**src/rtl/turbo_encoder_ctrl_if.sv**
```systemverilog
// rtl/turbo_encoder_ctrl_if.sv - code block request and d0/d1/d2 stream bundle for the turbo encoder controller
interface turbo_encoder_ctrl_if #(
    parameter int K  = 40,
    parameter int AW = $clog2(K + 4)
);
    logic          start;
    logic [0:K-1]  din;
    logic          ready;
    logic          d_valid;
    logic          d0;
    logic          d1;
    logic          d2;
    logic [AW-1:0] d_idx;
    logic          done;

    modport master (
        output start, din,
        input  ready, d_valid, d0, d1, d2, d_idx, done
    );

    modport slave (
        input  start, din,
        output ready, d_valid, d0, d1, d2, d_idx, done
    );
endinterface

```
**src/rtl/turbo_encoder_ctrl.sv**
```systemverilog
// rtl/turbo_encoder_ctrl.sv - rate 1/3 PCCC turbo encoder sequencer with on-the-fly QPP addressing
module turbo_encoder_ctrl #(
    parameter int K  = 40,
    parameter int F1 = 3,
    parameter int F2 = 10,
    parameter int AW = $clog2(K + 4)
) (
    input  logic clk,
    input  logic rst,
    turbo_encoder_ctrl_if.slave bus
);
    localparam int            IW     = $clog2(K);
    localparam logic [AW:0]   K_W    = (AW + 1)'(K);
    localparam logic [AW-1:0] G_INIT = AW'((F1 + F2) % K);
    localparam logic [AW-1:0] G_STEP = AW'((2 * F2) % K);

    typedef enum logic [1:0] {IDLE, ENCODE, TAIL, FLUSH} state_t;

    state_t        state_q, state_d;
    logic [0:K-1]  blk_q, blk_d;
    logic [AW-1:0] i_q, i_d, pi_q, pi_d, g_q, g_d;
    // Encoder state packing: bit0 = s1, bit1 = s2, bit2 = s3.
    logic [2:0]    enc1_q, enc1_d, enc2_q, enc2_d;
    // Tail register (4 x 3 bits): termination bit t sits at position 2-t.
    logic [2:0]    tx1_q, tx1_d, tz1_q, tz1_d, tx2_q, tx2_d, tz2_q, tz2_d;
    logic [1:0]    cnt_q, cnt_d;
    logic          ready_q, ready_d, d_valid_q, d_valid_d, done_q, done_d;
    logic          d0_q, d0_d, d1_q, d1_d, d2_q, d2_d;
    logic [AW-1:0] d_idx_q, d_idx_d;
    logic          c1, c2, a1, a2, z1, z2;

    // (a + b) mod K for operands already below K: a single conditional subtract.
    function automatic logic [AW-1:0] mod_add(input logic [AW-1:0] a, input logic [AW-1:0] b);
        logic [AW:0] sum;
        sum = {1'b0, a} + {1'b0, b};
        if (sum >= K_W) begin
            sum = sum - K_W;
        end
        return sum[AW-1:0];
    endfunction

    // Next-state, interleaver recursion, constituent encoders and registered stream outputs.
    always_comb begin
        state_d   = state_q;
        blk_d     = blk_q;
        i_d       = i_q;
        pi_d      = pi_q;
        g_d       = g_q;
        enc1_d    = enc1_q;
        enc2_d    = enc2_q;
        tx1_d     = tx1_q;
        tz1_d     = tz1_q;
        tx2_d     = tx2_q;
        tz2_d     = tz2_q;
        cnt_d     = cnt_q;
        d_valid_d = 1'b0;
        d0_d      = 1'b0;
        d1_d      = 1'b0;
        d2_d      = 1'b0;
        d_idx_d   = '0;
        done_d    = 1'b0;
        c1        = blk_q[i_q[IW-1:0]];
        c2        = blk_q[pi_q[IW-1:0]];
        a1        = c1 ^ enc1_q[1] ^ enc1_q[2];
        a2        = c2 ^ enc2_q[1] ^ enc2_q[2];
        z1        = a1 ^ enc1_q[0] ^ enc1_q[2];
        z2        = a2 ^ enc2_q[0] ^ enc2_q[2];

        case (state_q)
            IDLE: begin
                if (bus.start) begin
                    blk_d   = bus.din;
                    enc1_d  = '0;
                    enc2_d  = '0;
                    i_d     = '0;
                    pi_d    = '0;
                    g_d     = G_INIT;
                    cnt_d   = '0;
                    state_d = ENCODE;
                end
            end
            ENCODE: begin
                enc1_d    = {enc1_q[1], enc1_q[0], a1};
                enc2_d    = {enc2_q[1], enc2_q[0], a2};
                d_valid_d = 1'b1;
                d0_d      = c1;
                d1_d      = z1;
                d2_d      = z2;
                d_idx_d   = i_q;
                pi_d      = mod_add(pi_q, g_q);
                g_d       = mod_add(g_q, G_STEP);
                i_d       = i_q + AW'(1);
                if (i_q == AW'(K - 1)) begin
                    cnt_d   = '0;
                    state_d = TAIL;
                end
            end
            TAIL: begin
                // Feeding c = s2^s3 forces a = 0, so three shifts drain each state to 000.
                tx1_d  = {tx1_q[1:0], enc1_q[1] ^ enc1_q[2]};
                tz1_d  = {tz1_q[1:0], enc1_q[0] ^ enc1_q[2]};
                tx2_d  = {tx2_q[1:0], enc2_q[1] ^ enc2_q[2]};
                tz2_d  = {tz2_q[1:0], enc2_q[0] ^ enc2_q[2]};
                enc1_d = {enc1_q[1], enc1_q[0], 1'b0};
                enc2_d = {enc2_q[1], enc2_q[0], 1'b0};
                cnt_d  = cnt_q + 2'd1;
                if (cnt_q == 2'd2) begin
                    cnt_d   = '0;
                    state_d = FLUSH;
                end
            end
            FLUSH: begin
                d_valid_d = 1'b1;
                d_idx_d   = AW'(K) + AW'(cnt_q);
                cnt_d     = cnt_q + 2'd1;
                case (cnt_q)
                    2'd0:    begin d0_d = tx1_q[2]; d1_d = tz1_q[2]; d2_d = tx1_q[1]; end
                    2'd1:    begin d0_d = tz1_q[1]; d1_d = tx1_q[0]; d2_d = tz1_q[0]; end
                    2'd2:    begin d0_d = tx2_q[2]; d1_d = tz2_q[2]; d2_d = tx2_q[1]; end
                    default: begin
                        d0_d    = tz2_q[1];
                        d1_d    = tx2_q[0];
                        d2_d    = tz2_q[0];
                        done_d  = 1'b1;
                        state_d = IDLE;
                    end
                endcase
            end
            default: state_d = IDLE;
        endcase

        ready_d = (state_d == IDLE);
    end

    // State and output registers; reset discards any block in flight.
    always_ff @(posedge clk) begin
        if (!rst) begin
            state_q   <= IDLE;
            blk_q     <= '0;
            i_q       <= '0;
            pi_q      <= '0;
            g_q       <= '0;
            enc1_q    <= '0;
            enc2_q    <= '0;
            tx1_q     <= '0;
            tz1_q     <= '0;
            tx2_q     <= '0;
            tz2_q     <= '0;
            cnt_q     <= '0;
            ready_q   <= 1'b1;
            d_valid_q <= 1'b0;
            d0_q      <= 1'b0;
            d1_q      <= 1'b0;
            d2_q      <= 1'b0;
            d_idx_q   <= '0;
            done_q    <= 1'b0;
        end else begin
            state_q   <= state_d;
            blk_q     <= blk_d;
            i_q       <= i_d;
            pi_q      <= pi_d;
            g_q       <= g_d;
            enc1_q    <= enc1_d;
            enc2_q    <= enc2_d;
            tx1_q     <= tx1_d;
            tz1_q     <= tz1_d;
            tx2_q     <= tx2_d;
            tz2_q     <= tz2_d;
            cnt_q     <= cnt_d;
            ready_q   <= ready_d;
            d_valid_q <= d_valid_d;
            d0_q      <= d0_d;
            d1_q      <= d1_d;
            d2_q      <= d2_d;
            d_idx_q   <= d_idx_d;
            done_q    <= done_d;
        end
    end

    assign bus.ready   = ready_q;
    assign bus.d_valid = d_valid_q;
    assign bus.d0      = d0_q;
    assign bus.d1      = d1_q;
    assign bus.d2      = d2_q;
    assign bus.d_idx   = d_idx_q;
    assign bus.done    = done_q;
endmodule

```
**src/flat_wrapper.sv**
```systemverilog
// flat-port wrapper written by rule: the top's interface ports become plain ports
module turbo_encoder_ctrl_flat 
#(
    parameter int K  = 40,
    parameter int F1 = 3,
    parameter int F2 = 10,
    parameter int AW = $clog2(K + 4)
)
  (clk, rst, bus_start, bus_din, bus_ready, bus_d_valid, bus_d0, bus_d1, bus_d2, bus_d_idx, bus_done);
  turbo_encoder_ctrl_if #(.K(K), .AW(AW)) bus_i ();
  input  logic clk;
  input  logic rst;
  input wire logic [$bits(bus_i.start)-1:0] bus_start;
  input wire logic [$bits(bus_i.din)-1:0] bus_din;
  output wire logic [$bits(bus_i.ready)-1:0] bus_ready;
  output wire logic [$bits(bus_i.d_valid)-1:0] bus_d_valid;
  output wire logic [$bits(bus_i.d0)-1:0] bus_d0;
  output wire logic [$bits(bus_i.d1)-1:0] bus_d1;
  output wire logic [$bits(bus_i.d2)-1:0] bus_d2;
  output wire logic [$bits(bus_i.d_idx)-1:0] bus_d_idx;
  output wire logic [$bits(bus_i.done)-1:0] bus_done;
  assign bus_i.start = bus_start;
  assign bus_i.din = bus_din;
  assign bus_ready = bus_i.ready;
  assign bus_d_valid = bus_i.d_valid;
  assign bus_d0 = bus_i.d0;
  assign bus_d1 = bus_i.d1;
  assign bus_d2 = bus_i.d2;
  assign bus_d_idx = bus_i.d_idx;
  assign bus_done = bus_i.done;
  turbo_encoder_ctrl #(.K(K), .F1(F1), .F2(F2), .AW(AW)) u_core (.clk(clk), .rst(rst), .bus(bus_i));
endmodule
```
**config.mk**
```make
export PLATFORM = sky130hd
export DESIGN_NAME = turbo_encoder_ctrl_flat
export DESIGN_NICKNAME = d
export VERILOG_FILES = /design/src/rtl/turbo_encoder_ctrl_if.sv /design/src/rtl/turbo_encoder_ctrl.sv /design/src/flat_wrapper.sv
export SDC_FILE = /design/constraint.sdc
export NUM_CORES = 1
export LEC_CHECK = 0
export CORE_AREA = 4 4 136 73
export CTS_CLUSTER_DIAMETER = 30
export DETAILED_ROUTE_END_ITERATION = 8
export DIE_AREA = 0 0 140 77
export GPL_ROUTABILITY_DRIVEN = 0
export MAX_ROUTING_LAYER = met4
export PLACE_DENSITY = 0.79
export SETUP_SLACK_MARGIN = 0.4
export SLEW_MARGIN = 25
export SYNTH_ARGS = -nofsm -noshare
export SYNTH_HDL_FRONTEND = slang
export SYNTH_SLANG_ARGS = --single-unit
export TNS_END_PERCENT = 5
```
**constraint.sdc**
```tcl
create_clock -name clk -period 2.9 [get_ports clk]
set_input_delay 0.58 -clock clk [delete_from_list [all_inputs] [get_ports clk]]
set_output_delay 0.58 -clock clk [all_outputs]
set_load 0.1 [all_outputs]
```
==> results of run 1 <==
[state kept, by name, indices dropped and copies added (netlist names), 2 cells and up]
register and count:
u_core.bus.d_idx 6, u_core.g_q 5, u_core.enc2_q 3, u_core.i_q 6, u_core.enc1_q 3, u_core.tx2_q 3
u_core.pi_q 6, u_core.tz2_q 3, u_core.tz1_q 3, u_core.blk_q 40, u_core.state_q 2, u_core.cnt_q 2
u_core.tx1_q 3
[power groups by stage]
stage	registers (mW)	logic [mW]	clock network [mW]
global placement	1.72	1.77	0
finish	1.71	1.82	1.26
floorplan	1.79	1.26	0
detailed placement	1.72	1.80	0
CTS	1.70	1.81	1.28
global route	1.74	2.02	1.33
[layout make-up]
type                       instances  area [um^2]
multi-input combinational        398         2860
fill                             739         2780
sequential                        91         1830
timing repair buffer              67          603
clock buffer                      12          246
tap                              117          146
clock inverter                     4         73.8
inverter                          14         52.6
[cell families (layout without fill, tap and decap cells)]
family / Yosys count / after routing
AOI/OAI and AO/OA: 131 / 131
and+or+nand+nor: 186 / 186
adders and majority gates: 19 / 19
muxes: 41 / 41
buffers and inverters: 52 / 97
xor gates and xnor gates: 21 / 21
DFF: 91 / 91
[critical path, delay by kind of cell, from the launching register on]
kind | cells | cell delay, ps
AOI/OAI and AO/OA | 4 | 690
and+or+nand+nor | 2 | 330
buffers and inverters | 1 | 100
DFF | 1 | 330
adders and majority gates | 3 | 660
muxes | 1 | 110
[Yosys cell counts (2+ instances only)]
cell type	number
nand2_1	103
dfxtp_1	91
a21boi_1	42
mux2i_1	26
nor2b_1	24
clkbuf_1	23
ha_1	19
a21oi_1	16
nor2_1	15
a22oi_1	14
xnor2_1	14
nand3_1	13
inv_1	12
mux4_2	10
o21ai_1	10
buf_2	8
o211a_1	8
o21ai_0	8
nor3_1	7
xor2_1	7
a311oi_1	6
buf_1	6
nor3b_1	6
a31oi_1	5
a32o_1	5
a211oi_1	3
a222oi_1	3
and2_1	3
and3_1	3
mux4_1	3
mux2_2	2
nand3_2	2
o211ai_1	2
[layout by cell type, fill, tap and decap left out, drive strengths merged, types with 16 or more instances in the layout]
cell type	netlist	layout
dfxtp	91	91
mux2i	26	26
clkdlybuf4s50	0	41
nor2b	24	24
a21boi	42	42
ha	19	19
o21ai	18	18
a21oi	16	16
nand2	103	103
buf	15	26
[metal layers]
metal,track usage [%],part of all wire (%)
met1,28.3,49
met2,32.0,45
met3,5.03,5.6
met4,5.51,1.2
met5,-,0
[per-stage QoR]
stage / util [%] / std cells / hold WS, ps / worst slack, ps
6_report: 67.6 / 703 / 466 / 591
5_1_grt: 67.6 / 703 / 484 / 360
4_1_cts: 67.4 / 703 / 469 / 460
3_5_place_dp: 63.6 / 687 / 461 / 364
3_3_place_gp: 63.6 / 687 / 456 / 451
2_1_floorplan: - / 541 / 440 / 488
[worst paths after layout]
| check | start | endpoint | slack, ps | cells after the start |
|---|---|---|---|---|
| worst max register to register | u_core.g_q[0] | u_core.pi_q[4] | 590 | 11 |
| worst min register to register | u_core.blk_q[25] | u_core.blk_q[25] | 470 | 2 |
| worst min-delay path | u_core.blk_q[25] | u_core.blk_q[25] | 470 | 2 |
| worst max-delay path | u_core.g_q[0] | u_core.pi_q[4] | 590 | 11 |
[timing repair]
action | in CTS | in global routing
setup endpoints to repair | 2 | 4
pin swaps | 0 | 3
gates cloned | 0 | 0
resized for setup | 1 | 5
==> flow_metrics.py, run 1 <==
metrics = {
    "status": {
        "status": "complete, no violations",
    },
    "placed_design": {
        "postPlaceCellArea_um2": 5470,
        "dp_hpwl_mm": 7.77,
        "portBuffers": 54,
    },
    "clock_network": {
        "numCtsBuffers": 9,
        "numClockSinks": 91,
        "cts_hold_buffers": 0,
        "clk_pin_slew_worst_paths_ps": 60,
        "ctsRootBufferMaster": "clkbuf_16",
        "cts_tree": "yes",
        "insertion_delay_ps": 340,
        "cts_max_level": 3,
        "post_cts.repair.setup_buffers": 0,
        "clk_path_buf_depth": 2,
    },
    "synthesis": {
        "synth_ff_type": "dfxtp_1",
        "synth-xor-area-share_pct": 3.77,
        "synth_seq_cells": 91,
        "yosysSeqAreaShare_pct": 37.4,
        "async_reset_ff_share_pct": 0,
        "synth_mux_area_share_pct": 12.0,
        "synth_area_um2": 4880,
        "avgSynthCellArea_um2": 9.01,
        "ys_top_cells_by_area": "dfxtp_1, nand2_1, a21boi_1",
        "synth_area_leader_cell": "dfxtp_1",
        "yosys.area.top_type_share_pct": 37.4,
        "synth-adder-area-share_pct": 4.88,
        "synth-simple-area-share_pct": 18.1,
        "synth_compound_area_share_pct": 19.5,
        "ys.warnings.count": 0,
        "synth_edf_count": 0,
        "synth_nets": 603,
        "ys_types": 55,
        "synth_top_family_by_area": "compound AO/OA/AOI/OAI gates",
        "synth_cells": 541,
    },
    "power_and_ir_drop": {
        "ir_drop_mv": 0.428,
        "p_sw_mw": 1.80,
        "pwr-share-comb_pct": 38.1,
        "design_power_total_mw": 4.79,
        "leakage_nw": 2.18,
        "power.clock.fraction_pct": 26.3,
        "swShare_pct": 37.6,
        "p_int_mw": 2.99,
        "p_seq_share_pct": 35.6,
        "p_per_area_nw_per_um2": 825,
    },
    "routing": {
        "wirelength_mm": 10.9,
        "vias": 4004,
        "drtIter0Drc": 333,
        "first_pass_iters": 5,
        "drc": 0,
        "antenna_left": 0,
        "wl_per_cell_um": 15.4,
        "drt-vias-per-instance": 5.70,
    },
    "layout": {
        "final_area_um2": 5800,
        "num_antenna_cells": 0,
        "syn2layout_area_growth_pct": 19.0,
        "drive_gt1_share_pct": 10.6,
        "fin_nets": 643,
    },
    "sta": {
        "slew_viol_final": 0,
        "finalCriticalPeriod_ps": 2310,
        "fin_setup_tns_ps": 0,
        "worst_slew_pin_slew_ps": 968,
        "final_hold_viol_count": 0,
        "setup_viol": 0,
        "grt_setup_unrepaired": "yes",
        "clock.fmax_mhz": 433,
        "fin_skew_ps": 8.54,
        "fin_crit_sh_pct": 79.6,
        "maxSlewHeadroom_pct": 35.5,
    },
    "global_routing": {
        "grt_pass1_vias": 3717,
        "antenna_found_initial": 0,
        "overflow": 0,
        "grt_start_max_net_pins": 53,
        "grt_pass1_wl_mm": 18.0,
        "grt_usage_pct": 21.0,
    },
    "die": {
        "initial_core_util_pct": 56.8,
        "die_area_um2": 10800,
        "core_um2": 8590,
        "die_h_um": 77,
        "chipWidth_um": 140,
        "fp-row-count": 24,
        "boundaryPins": 55,
    },
    "flow_run": {
        "cap_violations": 0,
    },
    "setup_path": {
        "path_max_fanout": 3,
        "slowest_stage": "dfxtp_1",
        "worstPathArrival_ps": 2550,
        "worstSetupPathType": "flop to flop",
        "cp_cell_sequence": "ha_1, ha_1, a211oi_2, nor2_1, or2_1, ha_1, inv_1, a211oi_2, a22oi_2, mux2i_1, a32o_1",
        "cp-start-kind": "flop",
        "cpMostUsedCell": "ha_1",
        "critPathRequiredTime_ps": 3140,
        "max_stage_delay_ps": 330,
        "cp-end-kind": "flop",
    },
    "min_path": {
        "hp-class": "flop to flop",
    },
}
(Power assumes the default switching activity.)
==> inputs of run 2 (changes only) <==
CORE_AREA = 4 4 144 77   (was 4 4 136 73)
DIE_AREA = 0 0 148 81   (was 0 0 140 77)
PLACE_DENSITY = 0.75   (was 0.79)
clock period = 2 ns   (was 2.9 ns; I/O delays follow)
==> run 2 against run 1 <==
Register-to-register slack worse by 790 ps. Clock power up 23%. Setup slack worse by 790 ps. Critical path depth did not move. Hold slack better by 0.77 ps. Clock skew fell by 2.8 ps. Global-route usage up 1.2 points. The flow now finishes with violations (setup timing). Largest power group unchanged. Largest cell class unchanged. Flip-flop and latch count stayed put. Wire length grew 19%. Clock-buffer cell count unchanged.
==> flow_metrics.py, run 2 (synthesis results as in run 1) <==
metrics = {
    "sta": {
        "maxSlewHeadroom_pct": 70.0,
        "finalCriticalPeriod_ps": 2190,
        "final_hold_viol_count": 0,
        "worst_slew_pin_slew_ps": 450,
        "clock.fmax_mhz": 456,
        "layout_setup_ws_ps": -195,
        "setup_viol": 3,
        "slew_viol_final": 0,
        "grt_setup_unrepaired": "yes",
        "fin_crit_sh_pct": 110,
        "fin_skew_ps": 5.77,
    },
    "layout": {
        "mostFrequentLayoutCells": "nand2_1, dfxtp_1, buf_4",
        "top_register": "u_core.blk_q",
        "largest_reg_flops": 40,
        "drive_gt1_share_pct": 20.8,
        "fin_nets": 673,
        "final_common_cell": "nand2_1",
        "final_area_um2": 6230,
        "fillers": 840,
        "syn2layout_area_growth_pct": 27.8,
        "num_antenna_cells": 0,
    },
    "routing": {
        "drt-vias-per-instance": 5.77,
        "drtIter0Drc": 402,
        "first_pass_iters": 5,
        "vias": 4361,
        "drc": 0,
        "wl_per_cell_um": 17.1,
        "wirelength_mm": 13.0,
        "antenna_left": 0,
    },
    "setup_path": {
        "cp-start-kind": "flop",
        "worstPathArrival_ps": 2430,
        "slowest_stage": "dfxtp_4",
        "r2r_slack_ps": -190,
        "critical-path-top-delay-family": "compound AO/OA/AOI/OAI gates",
        "critPathRequiredTime_ps": 2240,
        "worstSetupPathType": "flop to flop",
        "path_max_fanout": 3,
        "max_stage_delay_ps": 350,
        "cp_cell_sequence": "ha_4, ha_4, a211oi_4, o21ba_2, or2_1, ha_2, inv_2, a211oi_2, a22oi_2, xnor2_1, a32o_1",
        "path_buf_inv": 1,
        "cpMostUsedCell": "ha_4",
        "cp-end-kind": "flop",
    },
    "die": {
        "core_um2": 9890,
        "die_h_um": 81,
        "initial_core_util_pct": 49.3,
        "chipWidth_um": 148,
        "fp-row-count": 26,
        "boundaryPins": 55,
        "die_area_um2": 12000,
    },
    "power_and_ir_drop": {
        "ir_drop_mv": 0.564,
        "leakage_nw": 2.31,
        "p_per_area_nw_per_um2": 1180,
    },
    "flow_run": {
        "cap_violations": 0,
    },
    "placed_design": {
        "place_ws_ps": -190,
        "postPlaceCellArea_um2": 5790,
        "portBuffers": 54,
        "dp_hpwl_mm": 9.37,
    },
    "global_routing": {
        "grt_start_max_net_pins": 54,
        "grt_pass1_wl_mm": 20.5,
        "overflow": 0,
        "antenna_found_initial": 0,
        "grt_usage_pct": 22.3,
        "grt_pass1_vias": 4065,
    },
    "status": {
        "failed_checks": "setup timing",
        "status": "complete, but fails checks",
    },
    "clock_network": {
        "cts_tree": "yes",
        "post_cts.repair.setup_buffers": 0,
        "cts_max_level": 3,
        "clk_path_buf_depth": 2,
        "clk_pin_slew_worst_paths_ps": 60,
        "numCtsBuffers": 9,
        "insertion_delay_ps": 350,
        "ctsRootBufferMaster": "clkbuf_16",
        "numClockSinks": 91,
    },
    "min_path": {
        "hp-class": "flop to flop",
    },
}
-- run 2: changes by cell type in the layout (fill, tap and decap cells not counted), moves of 3 or more --
cell and delta:
ha_1 -11, inv_1 -3, mux4_2 +3, dfxtp_4 +3
ha_2 +3, dfxtp_1 -4, ha_4 +8, mux4_1 -3
buf_4 +21, buf_6 +7
-- run 2: where the power goes --
group | internal [mW] | switching, mW
clock network | 0.842 | 0.707
logic | 1.46 | 1.87
registers | 2.16 | 0.329
total | 4.46 | 2.90
-- run 2: per-layer routing --
layer	routed length (um)	GRT usage [%]	vias to the layer above	part of all wire, %
met4	213	6.64	0	1.6
li1	-	-	2062	-
met2	5560	31.4	173	43
met3	963	4.96	25	7.4
met1	6220	31.9	2101	48
met5	0	-	-	0
-- run 2: worst paths after layout --
kind	startpoint	end	cells past startpoint
hold reg to reg	u_core.blk_q[19]	u_core.blk_q[19]	2
hold / removal	u_core.blk_q[19]	u_core.blk_q[19]	2
setup / recovery	u_core.pi_q[0]	u_core.pi_q[3]	11
setup reg to reg	u_core.pi_q[0]	u_core.pi_q[3]	11
-- run 2: area by class of cell --
class | instances | area [um^2] | area share [%]
repair buffers | 97 | 875 | 14.0
multi-input cells | 398 | 3020 | 48.5
well taps | 140 | 175 | 2.81
clock buffers | 12 | 236 | 3.80
clock inverters | 4 | 26.3 | 0.422
inverters | 14 | 56.3 | 0.904
flip-flops and latches | 91 | 1840 | 29.5
-- run 2: through the flow --
stage / total power [mW] / utilization, % / TNS [ps] / hold WS [ps] / std cells
after global routing: 7.81 / 63.0 / -1040 / 491 / 756
after CTS: 7.22 / 62.4 / -332 / 469 / 756
after floorplan: 4.49 / - / -108 / 440 / 541
final: 7.36 / 63.0 / -393 / 467 / 756
after detailed placement: 5.48 / 58.6 / -964 / 461 / 740
after global placement: 5.33 / 58.6 / -425 / 459 / 740
-- run 2: worst register-to-register path: stages (launching register included) --
cell      delay [ps]
dfxtp_4          350
ha_4             170
ha_4             170
a211oi_4         240
o21ba_2          170
or2_1            130
ha_2             190
inv_2             40
a211oi_2         150
a22oi_2          110
xnor2_1          150
a32o_1           210
-- run 2: what timing repair did --
item,CTS,global route
resized for setup,39,13
hold endpoints to repair,0,0
pin swaps,7,2
hold buffers,0,0
setup endpoints to repair,63,35
cloned,0,0
==> inputs of run 3 (changes only) <==
REMOVE_ABC_BUFFERS = 1   (was unset)
==> run 3 against run 2 <==
The flow still finishes with violations (setup timing). Largest cell class unchanged. Clock skew is 0.66 ps higher. Wire length is 0.90% higher. Critical path depth is 1 higher. Total power is 6.6% higher. Non-clock buffer count is 12 higher. Critical endpoint is now u_core.pi_q[4]. Cell area is 3.8% higher.
==> flow_metrics.py, run 3 (synthesis results as in run 1) <==
metrics = {
    "die": {
        "core_um2": 9890,
        "chipWidth_um": 148,
        "die_h_um": 81,
        "boundaryPins": 55,
        "die_area_um2": 12000,
        "initial_core_util_pct": 49.3,
        "fp-row-count": 26,
    },
    "clock_network": {
        "cts_tree": "yes",
        "clk_path_buf_depth": 2,
        "numCtsBuffers": 9,
        "cts_hold_buffers": 0,
        "ctsRootBufferMaster": "clkbuf_16",
        "numClockSinks": 91,
        "insertion_delay_ps": 350,
        "cts_max_level": 3,
        "clk_pin_slew_worst_paths_ps": 70,
    },
    "routing": {
        "drc": 0,
        "antenna_left": 0,
        "wl_per_cell_um": 17.0,
        "vias": 4320,
        "drt-vias-per-instance": 5.63,
        "wirelength_mm": 13.1,
        "drtIter0Drc": 338,
        "first_pass_iters": 6,
    },
    "layout": {
        "drive_gt1_share_pct": 23.9,
        "fin_nets": 685,
        "mostFrequentLayoutCells": "nand2_1, dfxtp_1, buf_4",
        "num_antenna_cells": 0,
        "final_common_cell": "nand2_1",
        "fin_util_pct": 65.4,
        "top_register": "u_core.blk_q",
        "largest_reg_flops": 40,
        "syn2layout_area_growth_pct": 32.7,
    },
    "min_path": {
        "hp-class": "flop to flop",
    },
    "sta": {
        "fin_crit_sh_pct": 113,
        "slew_viol_final": 0,
        "grt_setup_unrepaired": "yes",
        "fin_setup_tns_ps": -918,
        "finalCriticalPeriod_ps": 2270,
        "layout_setup_ws_ps": -267,
        "worst_slew_pin_slew_ps": 419,
        "maxSlewHeadroom_pct": 71.9,
        "setup_viol": 7,
        "final_hold_viol_count": 0,
        "clock.fmax_mhz": 441,
        "fin_skew_ps": 6.43,
    },
    "power_and_ir_drop": {
        "ir_drop_mv": 0.487,
        "p_per_area_nw_per_um2": 1210,
        "leakage_nw": 2.42,
    },
    "setup_path": {
        "worstPathArrival_ps": 2510,
        "cp-start-kind": "flop",
        "worstSetupPathType": "flop to flop",
        "cp-end-kind": "flop",
        "path_max_fanout": 2,
        "critPathRequiredTime_ps": 2240,
    },
    "placed_design": {
        "place_ws_ps": -524,
        "portBuffers": 54,
        "dp_hpwl_mm": 9.06,
    },
    "status": {
        "status": "complete, but fails checks",
        "failed_checks": "setup timing",
    },
    "flow_run": {
        "cap_violations": 0,
    },
    "global_routing": {
        "grt_usage_pct": 22.7,
        "grt_pass1_vias": 4071,
        "antenna_found_initial": 0,
        "overflow": 0,
        "grt_start_max_net_pins": 88,
        "grt_pass1_wl_mm": 20.9,
    },
}
[run 3: repair_timing]
item | 4_1_cts | 5_1_grt
hold endpoints to repair | 0 | 0
gates resized for setup | 48 | 33
setup endpoints to repair | 68 | 58
pin swaps | 26 | 17
setup buffers | 6 | 3
[run 3: layout make-up]
| cell class | count | area [um^2] |
|---|---|---|
| fill | 794 | 3420 |
| clock buffer | 11 | 243 |
| sequential | 91 | 1840 |
| inverter | 14 | 58.8 |
| timing repair buffer | 109 | 985 |
| multi-input combinational | 398 | 3120 |
| clock inverter | 5 | 52.6 |
| tap | 140 | 175 |
[run 3: through the flow]
| stage | power, mW | instances | cell area, um^2 | hold slack (ps) |
|---|---|---|---|---|
| floorplan | 4.33 | 503 | 4720 | 440 |
| global placement | 5.30 | 743 | 5770 | 456 |
| detailed placement | 5.42 | 743 | 5770 | 459 |
| CTS | 7.48 | 765 | 6300 | 467 |
| global route | 8.32 | 768 | 6470 | 487 |
| finish | 7.85 | 768 | 6470 | 465 |
[run 3: worst max-delay path, stage by stage, from the launching register on]
cell      delay (ps)
dfxtp_2          340
ha_4             160
ha_4             160
a211oi_4         210
buf_4            150
nor2_2            40
or2_1            230
ha_2             200
inv_2             70
a211oi_2          40
a22oi_2          230
mux2i_1          110
a32o_1           220
[run 3: report_power, final]
group	total, mW	internal (mW)	leakage [nW]	switching [mW]
clock network	1.70	0.996	0.145	0.708
registers	2.45	2.16	0.745	0.290
logic	3.70	1.65	1.53	2.05
total	7.85	4.81	2.42	3.04
[run 3: path summary, 6_finish.rpt]
path | startpoint | endpoint | slack [ps] | cells after the start
min | u_core.blk_q[38] | u_core.blk_q[38] | 470 | 2
max | u_core.pi_q[0] | u_core.pi_q[4] | -270 | 12
max reg2reg | u_core.pi_q[0] | u_core.pi_q[4] | -270 | 12
min reg2reg | u_core.blk_q[38] | u_core.blk_q[38] | 470 | 2
[run 3: layer usage]
layer | global-route usage, % | share of wire [%]
met2 | 32.7 | 43
met3 | 5.63 | 8.3
met5 | - | 0
met1 | 31.6 | 48
met4 | 6.36 | 1.3
